--- src/rtl/spi_master.sv ---
// SPI mode-0 master: {rw, addr, data} frame, MSB first, full-duplex receive into rdata.
// Optional macro SPI_MASTER_BUSY_ERR_EN enables the sticky start-while-busy err flag.
module spi_master #(
  parameter int DIV    = 2,
  parameter int WIDTH  = 8,
  parameter int ADDR_W = 3
) (
  input  logic              clk,
  input  logic              rstb,
  input  logic              start,
  output logic              ready,
  input  logic              rw,
  input  logic [ADDR_W-1:0] addr,
  input  logic [WIDTH-1:0]  wdata,
  output logic [WIDTH-1:0]  rdata,
  output logic              done,
  output logic              err,
  output logic              spi_cs_n,
  output logic              spi_clk,
  output logic              spi_mosi,
  input  logic              spi_miso
);
  localparam int FRAME = 8 + WIDTH;
  localparam int BCW   = $clog2(FRAME + 1);

  typedef enum logic [2:0] {IDLE, LEAD, HIGH, LOW, DONE} state_t;

  typedef struct packed {
    logic              rw;
    logic [ADDR_W-1:0] addr;
    logic [WIDTH-1:0]  wdata;
  } req_t;

  state_t           state, state_nxt;
  req_t             req;
  logic [7:0]       div_cnt;
  logic [BCW-1:0]   bit_cnt;
  logic [FRAME-1:0] tx_sr, frame;
  logic [WIDTH-1:0] rx_sr;
  logic [7:0]       hdr;
  logic             tick, first, accept;

  assign req    = '{rw: rw, addr: addr, wdata: wdata};
  assign tick   = (div_cnt == 8'd0);
  assign first  = (div_cnt == 8'(DIV - 1));
  assign accept = start && ready;

  // Header byte: rw in the MSB, address right-aligned, zero padding between.
  always_comb begin
    hdr    = 8'(req.addr);
    hdr[7] = req.rw;
    frame  = {hdr, req.rw ? req.wdata : {WIDTH{1'b0}}};
  end

  always_ff @(posedge clk or negedge rstb) begin
    if (!rstb) state <= IDLE;
    else       state <= state_nxt;
  end

  always_comb begin
    state_nxt = state;
    ready     = 1'b0;
    spi_cs_n  = 1'b0;
    spi_clk   = 1'b0;
    done      = 1'b0;
    case (state)
      IDLE: begin
        ready    = 1'b1;
        spi_cs_n = 1'b1;
        if (start) state_nxt = LEAD;
      end
      LEAD: if (tick) state_nxt = HIGH;
      HIGH: begin
        spi_clk = 1'b1;
        if (tick) state_nxt = LOW;
      end
      LOW: if (tick) state_nxt = (bit_cnt == BCW'(FRAME)) ? DONE : HIGH;
      DONE: begin
        ready     = 1'b1;
        spi_cs_n  = 1'b1;
        done      = 1'b1;
        state_nxt = start ? LEAD : IDLE;
      end
      default: state_nxt = IDLE;
    endcase
  end

  assign spi_mosi = (state == LEAD || state == HIGH || state == LOW) ? tx_sr[FRAME-1] : 1'b0;

  always_ff @(posedge clk or negedge rstb) begin
    if (!rstb) begin
      div_cnt <= 8'd0;
      bit_cnt <= '0;
      tx_sr   <= '0;
      rx_sr   <= '0;
      rdata   <= '0;
    end else begin
      if (state_nxt != state) div_cnt <= 8'(DIV - 1);
      else if (!tick)         div_cnt <= div_cnt - 8'd1;
      // MOSI advances as SCLK falls, i.e. on leaving HIGH.
      if (accept) begin
        tx_sr   <= frame;
        bit_cnt <= '0;
      end else if (state == HIGH && tick) begin
        tx_sr   <= tx_sr << 1;
        bit_cnt <= bit_cnt + BCW'(1);
      end
      if (state == HIGH && first) rx_sr <= WIDTH'({rx_sr, spi_miso});
      if (state == LOW && state_nxt == DONE) rdata <= rx_sr;
    end
  end

`ifdef SPI_MASTER_BUSY_ERR_EN
  always_ff @(posedge clk or negedge rstb) begin
    if (!rstb)                err <= 1'b0;
    else if (start && !ready) err <= 1'b1;
  end
`else
  assign err = 1'b0;
`endif

endmodule

--- config.mk ---
export PLATFORM = sky130hd
export DESIGN_NAME = spi_master
export DESIGN_NICKNAME = d
export VERILOG_FILES = /design/src/rtl/spi_master.sv
export SDC_FILE = /design/constraint.sdc
export NUM_CORES = 1
export LEC_CHECK = 0
export ABC_AREA = 1
export BUFFER_PORTS_ARGS = -buffer_cell sky130_fd_sc_hd__buf_4
export CAP_MARGIN = 40
export CORE_UTILIZATION = 57
export CTS_CLUSTER_DIAMETER = 200
export DETAILED_ROUTE_END_ITERATION = 8
export GPL_ROUTABILITY_DRIVEN = 0
export PLACE_DENSITY = 0.78
export SYNTH_ARGS = -nofsm -noshare
export SYNTH_HDL_FRONTEND = slang
export SYNTH_SLANG_ARGS = --single-unit
--- constraint.sdc ---
create_clock -name clk -period 2.4 [get_ports clk]
set_clock_uncertainty 0.2 [all_clocks]
set_input_delay 0.12 -clock clk [delete_from_list [all_inputs] [get_ports clk]]
set_output_delay 0.12 -clock clk [all_outputs]
set_load 0.1 [all_outputs]
==> results of run 1 <==
[power by group through the flow]
stage | Sequential [W] | Combinational, W | Clock [W]
after floorplan | 0.000834 | 0.0000169 | 0
after global placement | 0.000834 | 0.0000505 | 0
after detailed placement | 0.000834 | 0.0000514 | 0
after CTS | 0.000818 | 0.0000681 | 0.000588
after global routing | 0.000819 | 0.0000750 | 0.000622
final | 0.000818 | 0.0000673 | 0.000583
[final cells by class]
cell class              instances  area share, %
well taps                      48           2.16
flip-flops and latches         48           43.2
inverters                      34           4.77
repair buffers                 43           12.9
clock buffers                   5           2.48
clock inverters                 3           1.53
multi-input cells             178           33.0
[tightest hold or removal path: stages]
cell and delay, ns:
buf_4 0.08, nand3_1 0.06, o21ai_0 0.08, nand2_1 0.05
o21ai_1 0.08
[flip-flops by register name, indices dropped and copies added, names as in the netlist]
name	flops
div_cnt	8
rdata	8
rx_sr	8
tx_sr	16
bit_cnt	5
state	3
[cell usage in the layout (no fill, tap or decap), drive strengths merged, types with 4 or more instances in the layout]
| cell | n |
|---|---|
| dfrtp | 48 |
| o21ai | 35 |
| inv | 34 |
| ha | 4 |
| nand4 | 5 |
| xor2 | 4 |
| nand2 | 60 |
| buf | 29 |
| a21oi | 7 |
| nor2 | 30 |
| clkbuf | 5 |
| nand3 | 24 |
| dlygate4sd3 | 14 |
[kinds of logic after synthesis]
group / synth area share (%)
AO/OA/AOI/OAI: 10.6
XOR/XNOR: 1.88
adder cells (fa/ha/maj): 2.15
buffers and inverters: 9.36
flip-flops: 51.7
other: 0.161
AND/OR/NAND/NOR: 24.2
[per-layer routing]
layer  up-vias  track usage [%]  share of wire [%]
li1        942                -                  -
met1       851             31.2                 47
met2        37             38.8                 48
met3         5             4.83                4.0
met4         0             7.34                1.1
met5         -                0                  0
[metrics by stage]
stage	total power (W)	hold slack, ns	instances
floorplan	0.000850	-0.376	271
global placement	0.000885	-0.0334	337
detailed placement	0.000886	-0.0329	337
CTS	0.00147	0.00761	359
global route	0.00152	0.0756	359
finish	0.00147	0.0105	359
[how the worst max path moves through the flow]
| stage | from | endpoint | slack (ns) | cells after the start |
|---|---|---|---|---|
| after CTS | state[1] | tx_sr[0] | 0.11 | 6 |
| final | state[1] | tx_sr[0] | 0.29 | 6 |
| after global routing | div_cnt[0] | tx_sr[5] | 0.15 | 9 |
| after global placement | div_cnt[0] | tx_sr[7] | 0.44 | 9 |
| after floorplan | state[1] | spi_mosi | 0.13 | 2 |
| after detailed placement | div_cnt[0] | tx_sr[6] | 0.39 | 9 |
[what timing repair did]
item | CTS | global route
hold buffers | 14 | 0
resized for setup | 0 | 2
buffers inserted | 0 | 0
endpoints found under the setup margin | 0 | 1
endpoints found under the hold margin | 60 | 0
==> metrics, run 1 <==
reg-to-reg critical path startpoint=state[1]; peak supply drop=0.000423 V; Final Core Density=73.2%; reg2reg end=tx_sr[0]; clk_lat worst skew=0.30 ns; startpoint types=register; NetSw=0.000313 W; vias in the first global route=1776; Setup WS pre-CTS=0.388 ns; crit path buf inv count=2; Area contributors post-synth=dfrtp_1, nand2_1, o21ai_1; FP Rows=22; Synth Register Bits=48; max-slew violations=0; reg2reg setup slack=0.29 ns; CP Cell Sequence=nor2_4, nand2_2, inv_6, nand3_1, dlygate4sd3_1, o21ai_1; I/O pin cnt=30; Critical Path Slowest Stage Cell=dlygate4sd3_1; die area=4340 sq um; Post-synth EDFFs=0; CP max stage delay=0.55 ns; Clk pwr share=39.7%; CTS buffer count=5; Mapped Cells=271; HPWL Detailed=2900 um; Syn Area/Cell=8.58 sq um; Seq. cell area=1200 sq um; top_reg_cell synth=dfrtp_1; antenna cell count=0; GRT Residual Overflow=0; Clock Path Buffers=2; async set-reset flop share out of synthesis=100%; reg2reg path depth=6; worst hold endpoint=tx_sr[4]; wire per inst=12.0 um; smallest setup slack after layout=0.292 ns; top-area cell type share of the netlist area=51.7%; Final Cycle Share=87.9%; starting density of the core=61.2%; largest net degree at the start of global routing=49; slew margin rel.=60.8%; DR vias=1835; Hold Crit Class=in -> reg; Seq/Total Area, Yosys=51.7%; Comb pwr share=4.6%; GRT Util Overall=23.6%; Synth top cells by count=nand2_1, dfrtp_1, inv_1; first-pass GRT wire length=7760 um; drt drc=0; vias per cell=5.11; Reg clk slew, reported paths=0.09 ns; antenna viol nets, final=0; cell area after synthesis=2320 sq um; H-tree Lvls=2; Area growth syn-to-layout=19.5%; Crit path max-delay family=buffers and inverters; CP arrival=2.14 ns; Port Buf Inserts=28; CP Max Fanout=24; CTS tree=built; core area=3800 sq um; status=finished clean; Worst Setup Path Type=reg -> reg; Period minus WS final=2.11 ns; Multi-input gate area=916 sq um; Hold Vio Cnt, Final=0; Initial DRC Count=120; Syn Nets=291; RSZ-0062 raised after global routing=no; most frequent cell after synthesis=nand2_1; CTS Sinks=48; Synth cell types=31; Yosys top cell by area=dfrtp_1; Synth warnings=0; worst slew pin tran=0.588 ns; Max Cap Viol=0; root buffer cell=clkbuf_8; hold path startpoint=wdata[4]; ratio of cells with drive above 1 in the final layout=18.0%; Die W=65.9 um; Pint=0.00116 W; routed wire length=4330 um; Filler cells=298; placed cell areas=2520 sq um; Hold Path Stages=5; initial antenna violation count=0; Finished Cell Area=2780 sq um; Post-Route Setup TNS=0 ns; WP data required=2.43 ns; register share of total power=55.7%; fin nets=330; PwrDens=528 nW/um^2; switch share=21.3%; Pre-Repair DR Iteration Count=4; Final setup violation count=0; Fmax=0.474 GHz; Die Y=65.9 um; CP endpoint kind=register; leak pwr=1.34 nW
No activity file was read; power rests on OpenSTA's default activity.
==> run 2: changes to the inputs <==
--- a/config.mk
+++ b/config.mk
@@ -8,11 +8,11 @@
 export ABC_AREA = 1
 export BUFFER_PORTS_ARGS = -buffer_cell sky130_fd_sc_hd__buf_4
 export CAP_MARGIN = 40
-export CORE_UTILIZATION = 57
+export CORE_UTILIZATION = 61
 export CTS_CLUSTER_DIAMETER = 200
 export DETAILED_ROUTE_END_ITERATION = 8
 export GPL_ROUTABILITY_DRIVEN = 0
-export PLACE_DENSITY = 0.78
+export PLACE_DENSITY = 0.83
 export SYNTH_ARGS = -nofsm -noshare
 export SYNTH_HDL_FRONTEND = slang
 export SYNTH_SLANG_ARGS = --single-unit
==> constraint.sdc (replaced) <==
create_clock -name clk -period 2.7 [get_ports clk]
set_clock_uncertainty 0.2 [all_clocks]
set_input_delay 0.135 -clock clk [delete_from_list [all_inputs] [get_ports clk]]
set_output_delay 0.135 -clock clk [all_outputs]
set_load 0.1 [all_outputs]
==> run 2 against run 1 <==
  * The flow now finishes with violations (hold timing)
  * Global-route usage grew 1.4 points
  * Count of clock-buffer cells in the layout is the same
  * Via count shrank 0.65%
  * Combinational power shrank 18%
  * Sequential share of layout area grew 0.71 points
  * Sequential cell count is the same
  * Non-clock buffer count shrank 4
  * Die area shrank 6.3%
  * Total power shrank 11%
  * Wire length grew 3.0%
  * Worst setup slack gained 0.069 ns
  * Sequential power shrank 11%
  * Critical path type unchanged
  * Critical endpoint unchanged
  * Largest cell class unchanged
  * Largest power group unchanged
==> metrics, run 2 (same netlist as run 1, synthesis figures left out) <==
Top Usage Layer GRT=met2; max-slew violations=0; core area=3660 sq um; clk_lat worst skew=0.30 ns; Port Buf Inserts=28; CP max stage delay=0.56 ns; PwrDens=480 nW/um^2; Final setup violation count=0; Clock Path Buffers=2; CP endpoint kind=register; largest net degree at the start of global routing=49; FP Rows=22; I/O pin cnt=30; Post-Route Setup TNS=0 ns; failing checks=hold timing; worst hold endpoint=tx_sr[2]; startpoint types=register; vias per cell=5.14; Worst Setup Path Type=reg -> reg; Area growth syn-to-layout=17.6%; status=finished, violations left; die area=4060 sq um; Period minus WS final=2.34 ns; CTS tree=built; leak pwr=1.33 nW; first-pass GRT wire length=7700 um; antenna cell count=0; hold path startpoint=wdata[2]; placed cells=337; most frequent cells in the layout=nand2_1, dfrtp_1, inv_1, buf_4, o21ai_1; CTS Sinks=48; ratio of cells with drive above 1 in the final layout=17.9%; reg2reg path depth=6; antenna viol nets, final=0; cts hold-fix bufs=10; Max Cap Viol=0; Final Core Density=74.7%; starting density of the core=63.5%; GRT Util Overall=25.0%; Die W=63.7 um; fin nets=326; GRT Residual Overflow=0; wire per inst=12.5 um; root buffer cell=clkbuf_8; DR vias=1823; largest reg by FF count=tx_sr; peak supply drop=0.000464 V; CP Max Fanout=24; Largest register FFs=16; Critical Path Slowest Stage Cell=dlygate4sd3_1; WP data required=2.73 ns; Cell Count, Final, Fillers Out=355; Final Cycle Share=86.7%; register share of total power=55.5%; met3 Track Usage GR=5.89%; hold slack=-0.00447 ns; initial antenna violation count=0; Initial DRC Count=67; Reg clk slew, reported paths=0.09 ns; drt drc=0; H-tree Lvls=2; Pre-Repair DR Iteration Count=4; Hold Vio Cnt, Final=1; vias in the first global route=1722; met1 Use GR=32.3%; worst slew pin tran=0.582 ns; Hold Crit Class=in -> reg; NetSw=0.000283 W; most common cell after layout, fill and taps aside=nand2_1; reg-to-reg critical path startpoint=state[1]; Hold Path Stages=5; CTS buffer count=5; switch share=21.6%; slew margin rel.=61.2%; post-cts gate resize count=0; RSZ-0062 raised after global routing=no; reg2reg setup slack=0.36 ns; CP arrival=2.37 ns; Fmax=0.427 GHz; reg2reg end=tx_sr[0]; HPWL Detailed=2850 um; setup bufs post-CTS=0; crit path buf inv count=2; CP Cell Sequence=nor2_2, nand2_1, inv_4, nand3_1, dlygate4sd3_1, o21ai_1; Clk pwr share=40.4%; Die Y=63.7 um; met2 track demand over resource=41.0%; Crit path max-delay family=buffers and inverters; Pint=0.00103 W; routed wire length=4460 um; Comb pwr share=4.2%
run 2: changes by cell type in the layout (fill, tap and decap cells not counted), sizes merged:
cell | before | now
clkinvlp | 1 | 0
clkinv | 1 | 2
dlygate4sd3 | 14 | 10
run 2: metal layers:
metal  share of wire (%)  routed length (um)  vias up
li1                    -                   -      933
met1                  46                2040      832
met2                  48                2130       47
met3                 4.2                 188       11
met4                 2.1                  93        0
met5                   0                   0        -
run 2: how the worst max path moves through the flow:
| stage | depth (start not counted) | start | endpoint | slack, ns |
|---|---|---|---|---|
| final | 6 | state[1] | tx_sr[0] | 0.36 |
| after global routing | 6 | state[1] | tx_sr[0] | 0.20 |
| after detailed placement | 9 | div_cnt[0] | tx_sr[8] | 0.69 |
| after floorplan | 3 | state[1] | done | 0.09 |
| after global placement | 9 | div_cnt[0] | tx_sr[6] | 0.75 |
| after CTS | 6 | state[1] | tx_sr[0] | 0.38 |
run 2: power groups by stage:
| stage | Combinational [W] | Clock [W] | Sequential, W |
|---|---|---|---|
| detailed placement | 0.0000458 | 0 | 0.000742 |
| CTS | 0.0000559 | 0.000532 | 0.000727 |
| global placement | 0.0000447 | 0 | 0.000742 |
| global route | 0.0000620 | 0.000559 | 0.000728 |
| finish | 0.0000549 | 0.000529 | 0.000727 |
| floorplan | 0.0000150 | 0 | 0.000741 |
run 2: worst register-to-register path, delay by kind of cell (launching register included):
family          cells  cell delay, ns
buf+inv             2            0.86
flops               1            0.49
compound gates      1            0.07
simple gates        3            0.64
run 2: area by class of cell:
cell class / count / area [sq um]
Clock inverter: 3 / 47.5
Tap cell: 48 / 60.1
Fill cell: 279 / 927
Sequential cell: 48 / 1200
Multi-Input combinational cell: 178 / 908
Clock buffer: 5 / 68.8
Timing Repair Buffer: 39 / 318
Inverter: 34 / 130
run 2: stage by stage:
stage / instance area [sq um] / worst slack (ns) / power [W] / hold WS (ns)
floorplan: 2330 / 0.0855 / 0.000756 / -0.361
global placement: 2520 / 0.750 / 0.000786 / -0.0210
detailed placement: 2520 / 0.688 / 0.000787 / -0.0168
CTS: 2730 / 0.381 / 0.00131 / 0.000405
global route: 2730 / 0.196 / 0.00135 / 0.0301
finish: 2730 / 0.360 / 0.00131 / -0.00447
